**config.mk**
```make
export PLATFORM = sky130hd
export DESIGN_NAME = gpr_wb
export DESIGN_NICKNAME = d
export VERILOG_FILES = /design/src/rtl/gpr_wb.sv
export SDC_FILE = /design/constraint.sdc
export NUM_CORES = 1
export LEC_CHECK = 0
export CORE_MARGIN = 4
export CORE_UTILIZATION = 35
export CTS_CLUSTER_DIAMETER = 60
export DETAILED_ROUTE_END_ITERATION = 8
export PLACE_DENSITY = 0.67
export SKIP_LAST_GASP = 1
export SYNTH_ARGS = -nofsm -noshare
export SYNTH_HDL_FRONTEND = slang
export SYNTH_SLANG_ARGS = --single-unit
```
**constraint.sdc**
```tcl
create_clock -name clock -period 3.6 [get_ports clock]
set_input_delay 1.08 -clock clock [delete_from_list [all_inputs] [get_ports clock]]
set_output_delay 1.08 -clock clock [all_outputs]
set_load 0.005 [all_outputs]
```
**src/rtl/gpr_wb.sv**
```systemverilog
// rtl/gpr_wb.sv - register writeback stage with a single result slot and a busy scoreboard
// The LSU channel has fixed priority over the ALU channel. Writes to x0 are accepted and dropped.
module gpr_wb #(
  parameter int NR_REG = 32
) (
  input  logic        clock,
  input  logic        reset,
  input  logic        alu_valid,
  output logic        alu_ready,
  input  logic [4:0]  alu_rd,
  input  logic [31:0] alu_data,
  input  logic        lsu_valid,
  output logic        lsu_ready,
  input  logic [4:0]  lsu_rd,
  input  logic [31:0] lsu_data,
  input  logic        iss_valid,
  input  logic [4:0]  iss_rd,
  input  logic [4:0]  iss_rs1,
  input  logic [4:0]  iss_rs2,
  output logic        iss_stall,
  output logic        gpr_wen,
  output logic [4:0]  gpr_waddr,
  output logic [31:0] gpr_wdata,
  output logic        idle,
  output logic        wb_err
);

  // Busy bits for x0 and for indices beyond NR_REG are masked to 0.
  localparam logic [31:0] REG_MASK = (NR_REG >= 32) ? 32'hFFFF_FFFE
                                   : (((32'd1 << NR_REG) - 32'd1) & 32'hFFFF_FFFE);

  logic [31:0] busy;
  logic [31:0] busy_nxt;
  logic        wb_valid;
  logic [4:0]  wb_rd;
  logic [31:0] wb_data;
  logic        err_q;

  logic        xfer;
  logic [4:0]  xfer_rd;
  logic [31:0] xfer_data;
  logic        xfer_wr;
  logic        set_en;

  assign lsu_ready = 1'b1;
  assign alu_ready = !lsu_valid;

  always_comb begin
    xfer      = lsu_valid | alu_valid;
    xfer_rd   = lsu_valid ? lsu_rd : alu_rd;
    xfer_data = lsu_valid ? lsu_data : alu_data;
    xfer_wr   = xfer && (xfer_rd != 5'd0);
  end

  assign iss_stall = iss_valid & (busy[iss_rs1] | busy[iss_rs2] | busy[iss_rd]);
  assign set_en    = iss_valid & !iss_stall & (iss_rd != 5'd0);

  // Clear first, then set, so a same-edge claim of the retiring register wins.
  always_comb begin
    busy_nxt = busy;
    if (wb_valid) busy_nxt[wb_rd] = 1'b0;
    if (set_en)   busy_nxt[iss_rd] = 1'b1;
    busy_nxt = busy_nxt & REG_MASK;
  end

  always_ff @(posedge clock or negedge reset) begin
    if (!reset) begin
      wb_valid <= 1'b0;
      wb_rd    <= 5'd0;
      wb_data  <= 32'd0;
      busy     <= 32'd0;
      err_q    <= 1'b0;
    end else begin
      wb_valid <= xfer_wr;
      if (xfer_wr) begin
        wb_rd   <= xfer_rd;
        wb_data <= xfer_data;
      end
      busy <= busy_nxt;
      if (xfer_wr && !busy[xfer_rd]) err_q <= 1'b1;
    end
  end

  assign gpr_wen   = wb_valid;
  assign gpr_waddr = wb_rd;
  assign gpr_wdata = wb_data;
  assign idle      = !wb_valid & ~|busy;
  assign wb_err    = err_q;

endmodule

```
After elaboration in Yosys (flattened, before gate mapping)
Cells that the tools add are included.
{"block": "totals", "ff_bits": 70, "wordCells": 50}
{"block": "op_classes", "n_lt_le_gt_ge": 7, "muxes": 16, "bitwise_logic": 10, "n_reduce_logical": 12}
{"op": "32-bit 2-to-1 mux", "count": 3}
{"op": "32-bit bitwise AND", "count": 1}
{"op": "32-bit NOT", "count": 1}
{"op": "32-bit bitwise OR", "count": 1}
{"op": "31-bit OR reduction", "count": 1}
{"op": "5-bit by 6-bit less-than comparator with 1-bit output, second input constant", "count": 5}
{"op": "1-bit binary-select mux with 5-bit select", "count": 4}
{"op": "1-bit demux with 5-bit select", "count": 2}
{"op": "5-bit by 1-bit >= comparator with 1-bit output, second input constant", "count": 2}
{"op": "5-bit nonzero test", "count": 2}
{"op": "1-bit 2-to-1 mux", "count": 6}
{"op": "1-bit zero test", "count": 5}
{"op": "5-bit 2-to-1 mux", "count": 1}
{"op": "1-bit bitwise AND", "count": 4}
{"op": "1-bit logical AND", "count": 4}
{"op": "1-bit bitwise OR", "count": 3}

Depth between registers and ports, before layout
{"block": "depth", "word_depth": 9, "ltp_mapped": 8, "mapped_depth_nobuf": 6}

Worst setup path before layout
No wires, ideal clock.
{"block": "synth_path", "path_kind": "input -> output", "startpoint": "input iss_rs2[0]", "endpoint": "output iss_stall", "arrival_time_ns": 2.596, "required_ns": 2.520, "setup_slack_ns": -0.076, "cell_stages": 8, "n_path_buf": 2, "path_cell_list": "buf_4 > mux4_2 > o22ai_1 > a2111oi_1 > nor2_1 > nand2_2 > buf_6 > o21a_1"}
{"block": "synth_via", "elab_chain_len": 5}
{"element": "from (decl)", "line": "19", "source": "input logic [4:0] iss_rs2,"}
{"element": "1-bit binary-select mux with 5-bit select", "line": "55", "source": "assign iss_stall = iss_valid & (busy[iss_rs1] | busy[iss_rs2] | busy[iss_rd]);"}
{"element": "1-bit 2-to-1 mux (not written as such)", "line": "55"}
{"element": "1-bit bitwise OR (2 in a row)", "line": "55"}
{"element": "1-bit bitwise AND", "line": "55"}
{"element": "to (decl)", "line": "20", "source": "output logic iss_stall,"}
No other way between the ends. The select of a mux whose other input is x is not followed.

Final worst setup path
{"block": "layout_path", "startpoint": "input iss_rd[1]", "endpoint": "output iss_stall"}
{"block": "layout_via", "elab_chain_len": 4}
{"element": "from (decl)", "line": "17", "source": "input logic [4:0] iss_rd,"}
{"element": "1-bit binary-select mux with 5-bit select", "line": "55"}
{"element": "1-bit 2-to-1 mux (not written as such)", "line": "55"}
{"element": "1-bit bitwise OR", "line": "55"}
{"element": "1-bit bitwise AND", "line": "55"}
No other way between the ends. The select of a mux whose other input is x is not followed.

==> results.py <==
metrics = {
    "outcome": {
        "status": "finished, violations left",
        "violations": "setup timing",
    },
    "timing": {
        "maxSlewViolCount": 0,
        "fin_crit_sh_pct": 101,
        "slew_headroom_pct": 54.7,
        "max_slew.worst_pin.slew_ps": 677,
        "finalSetupViolCount": 1,
        "timing.final.ws_setup_ps": -27.1,
        "skew_ps": 10.6,
        "grt_setup_unrepaired": "yes",
        "hold_viol": 0,
        "fmax_ghz": 0.276,
        "whs_ps": 483,
        "fin_crit_ps": 3630,
    },
    "die": {
        "core_area_sq_um": 12800,
        "start_util_pct": 36.0,
        "dieWidth_um": 123,
        "chipHeight_um": 123,
        "die_area_sq_um": 15100,
        "ios": 137,
        "num_rows": 41,
    },
    "cts": {
        "cts_buffer_depth": 2,
        "clk_latency_ps": 330,
        "clk_pin_slew_ps": 50,
        "root_buffer": "clkbuf_16",
        "h-tree-depth": 3,
        "cts_tree": "built",
        "cts_made_buffers": 9,
        "cts.sinks": 70,
    },
    "synth": {
        "ys_types": 50,
        "synthArstFlopShare_pct": 100,
        "ys_warn_count": 0,
        "post_synth_inst_count": 450,
        "seq_area_frac_synth_pct": 38.1,
        "synth-seq-cells": 70,
        "synth.cell_area_sq_um": 4600,
        "synth-edff-count": 0,
        "synthFlopType": "dfrtp_1",
        "synth_nets": 544,
        "synth.avg_cell_area_sq_um": 10.2,
    },
    "power_and_ir_drop": {
        "vdd_ir_drop_max_mv": 0.285,
        "leakagePower_nw": 2.84,
        "power.density_nw_per_um2": 576,
    },
    "worst_setup_path": {
        "timing.rr.start": "busy[8]$_DFF_PN0_",
        "path_max_fanout": 7,
        "critical_path_class": "in2out",
        "start_kind": "primary input",
        "cp-startpoint": "iss_rd[1]",
        "worstPathArrival_ps": 2550,
        "cp-end-kind": "primary output",
        "critPathRequiredTime_ps": 2520,
    },
    "run": {
        "drv_cap": 0,
    },
    "final_layout": {
        "final_common_cell": "clkdlybuf4s50_1",
        "nFillCells": 1101,
        "stdcell_count": 801,
        "syn_to_final_growth_pct": 50.7,
        "diodes": 0,
        "layout-drive-gt1-share_pct": 25.8,
        "final_cell_mix": "clkdlybuf4s50_1 (120), dfrtp_1 (70), mux2i_1 (63)",
        "post-route-util_pct": 54.3,
        "nets": 718,
    },
    "grt": {
        "globalRouteMet3Util_pct": 4.56,
        "track_usage_pct": 20.9,
        "grt_max_degree": 61,
        "grt_busiest_layer": "met2",
        "grtUsageMet1_pct": 28.9,
        "overflow": 0,
        "grt_pass1_wl_um": 24200,
        "grtUsageMet2_pct": 32.7,
        "antenna_found_initial": 0,
        "grt_pass1_vias": 4401,
    },
    "placement": {
        "dp_cells": 766,
        "hpwl_um": 11700,
        "place_ws_ps": -833,
        "io_buffer_count": 135,
        "place_congestion": 1.01,
    },
    "route": {
        "wirelength_um": 16600,
        "wl_per_cell_um": 20.8,
        "ant_nets": 0,
        "drc": 0,
        "drt_iter0_drc": 388,
        "via_count": 4532,
        "first_pass_iters": 5,
        "vias_per_cell": 5.66,
    },
    "min_path": {
        "hold_path_class": "reg2reg",
        "hp-start": "wb_err$_DFFE_PN0P_",
    },
}
[synth_stat cells, types with 5 or more instances]
| library cell | instances | area [sq um] |
|---|---|---|
| o2111ai_1 | 5 | 43.8 |
| dfrtp_1 | 70 | 1750 |
| clkbuf_1 | 9 | 33.8 |
| o21ai_0 | 38 | 190 |
| buf_2 | 16 | 80.1 |
| inv_1 | 5 | 18.8 |
| nor2_1 | 45 | 169 |
| mux4_2 | 10 | 225 |
| o21ai_1 | 9 | 45.0 |
| o41ai_2 | 19 | 309 |
| nand3b_1 | 10 | 75.1 |
| mux2i_1 | 66 | 661 |
| nand2_1 | 19 | 71.3 |
| mux2_2 | 7 | 78.8 |
| nand3_1 | 7 | 35.0 |
| o22ai_1 | 10 | 62.6 |
| a21oi_1 | 36 | 180 |
| nor4_1 | 11 | 68.8 |
[per-layer routing]
layer / share of wire (%) / wire length (um) / vias up
met5: 0 / 0 / -
met4: 2.5 / 408 / 0
met3: 7.6 / 1260 / 37
met2: 48 / 8010 / 223
met1: 42 / 6950 / 2192
li1: - / - / 2080
[sequential cells by signal, indices dropped and copies added, names as in the netlist]
| name | cells |
|---|---|
| wb_err | 1 |
| gpr_wdata | 32 |
| gpr_wen | 1 |
| busy | 31 |
| gpr_waddr | 5 |
[report_power, final]
group          internal [W]  switching, W
Sequential          0.00101      0.000484
Combinational      0.000847      0.000701
Clock              0.000611      0.000341
[area by class of cell]
class | instances | area [sq um] | area share (%)
flip-flops and latches | 70 | 1750 | 25.2
clock buffers | 10 | 229 | 3.30
clock inverters | 6 | 92.6 | 1.33
well taps | 172 | 215 | 3.10
inverters | 5 | 18.8 | 0.271
repair buffers | 196 | 1820 | 26.2
multi-input cells | 342 | 2810 | 40.5
[through the flow]
stage	power (W)	TNS, ps	instance area [sq um]
after floorplan	0.00213	0	4610
after global placement	0.00282	-804	6340
after detailed placement	0.00284	-833	6340
after CTS	0.00390	-117	6840
after global routing	0.00418	-280	6940
final	0.00400	-27.1	6940
[kinds of logic (layout without fill, tap and decap cells)]
family / after synthesis / count (layout) / share of synthesized area [%]
compound gates: 133 / 133 / 21.0
flops: 70 / 70 / 38.1
simple gates: 122 / 122 / 14.1
mux: 86 / 86 / 22.4
buf+inv: 38 / 217 / 4.43
other cells: 1 / 1 / 0.0815
[critical path: stages]
cell and delay, ps:
buf_12 100, buf_8 140, mux2i_1 290, o22ai_2 130
nor4_2 270, mux2_4 200, nand2_2 50, o21a_1 160
buf_2 120
[worst paths after layout]
path                                      endpoint  slack [ps]  cells past startpoint
worst max-delay path                     iss_stall         -30                      9
worst min-delay path            wb_err$_DFFE_PN0P_         480                      1
worst max register to register  busy[24]$_DFF_PN0_         530                     14
worst min register to register  wb_err$_DFFE_PN0P_         480                      1
max in group asynchronous       wb_err$_DFFE_PN0P_        2170                      2
min in group asynchronous        gpr_wen$_DFF_PN0_         750                      1
[repair_timing]
action / in CTS / in global routing
pin swaps: 12 / 17
cloned: 1 / 0
hold buffers: 0 / 0
setup buffers: 17 / 4
gates resized for setup: 56 / 35
setup endpoints to repair: 1 / 24
Power figures use the tool's default switching activity.
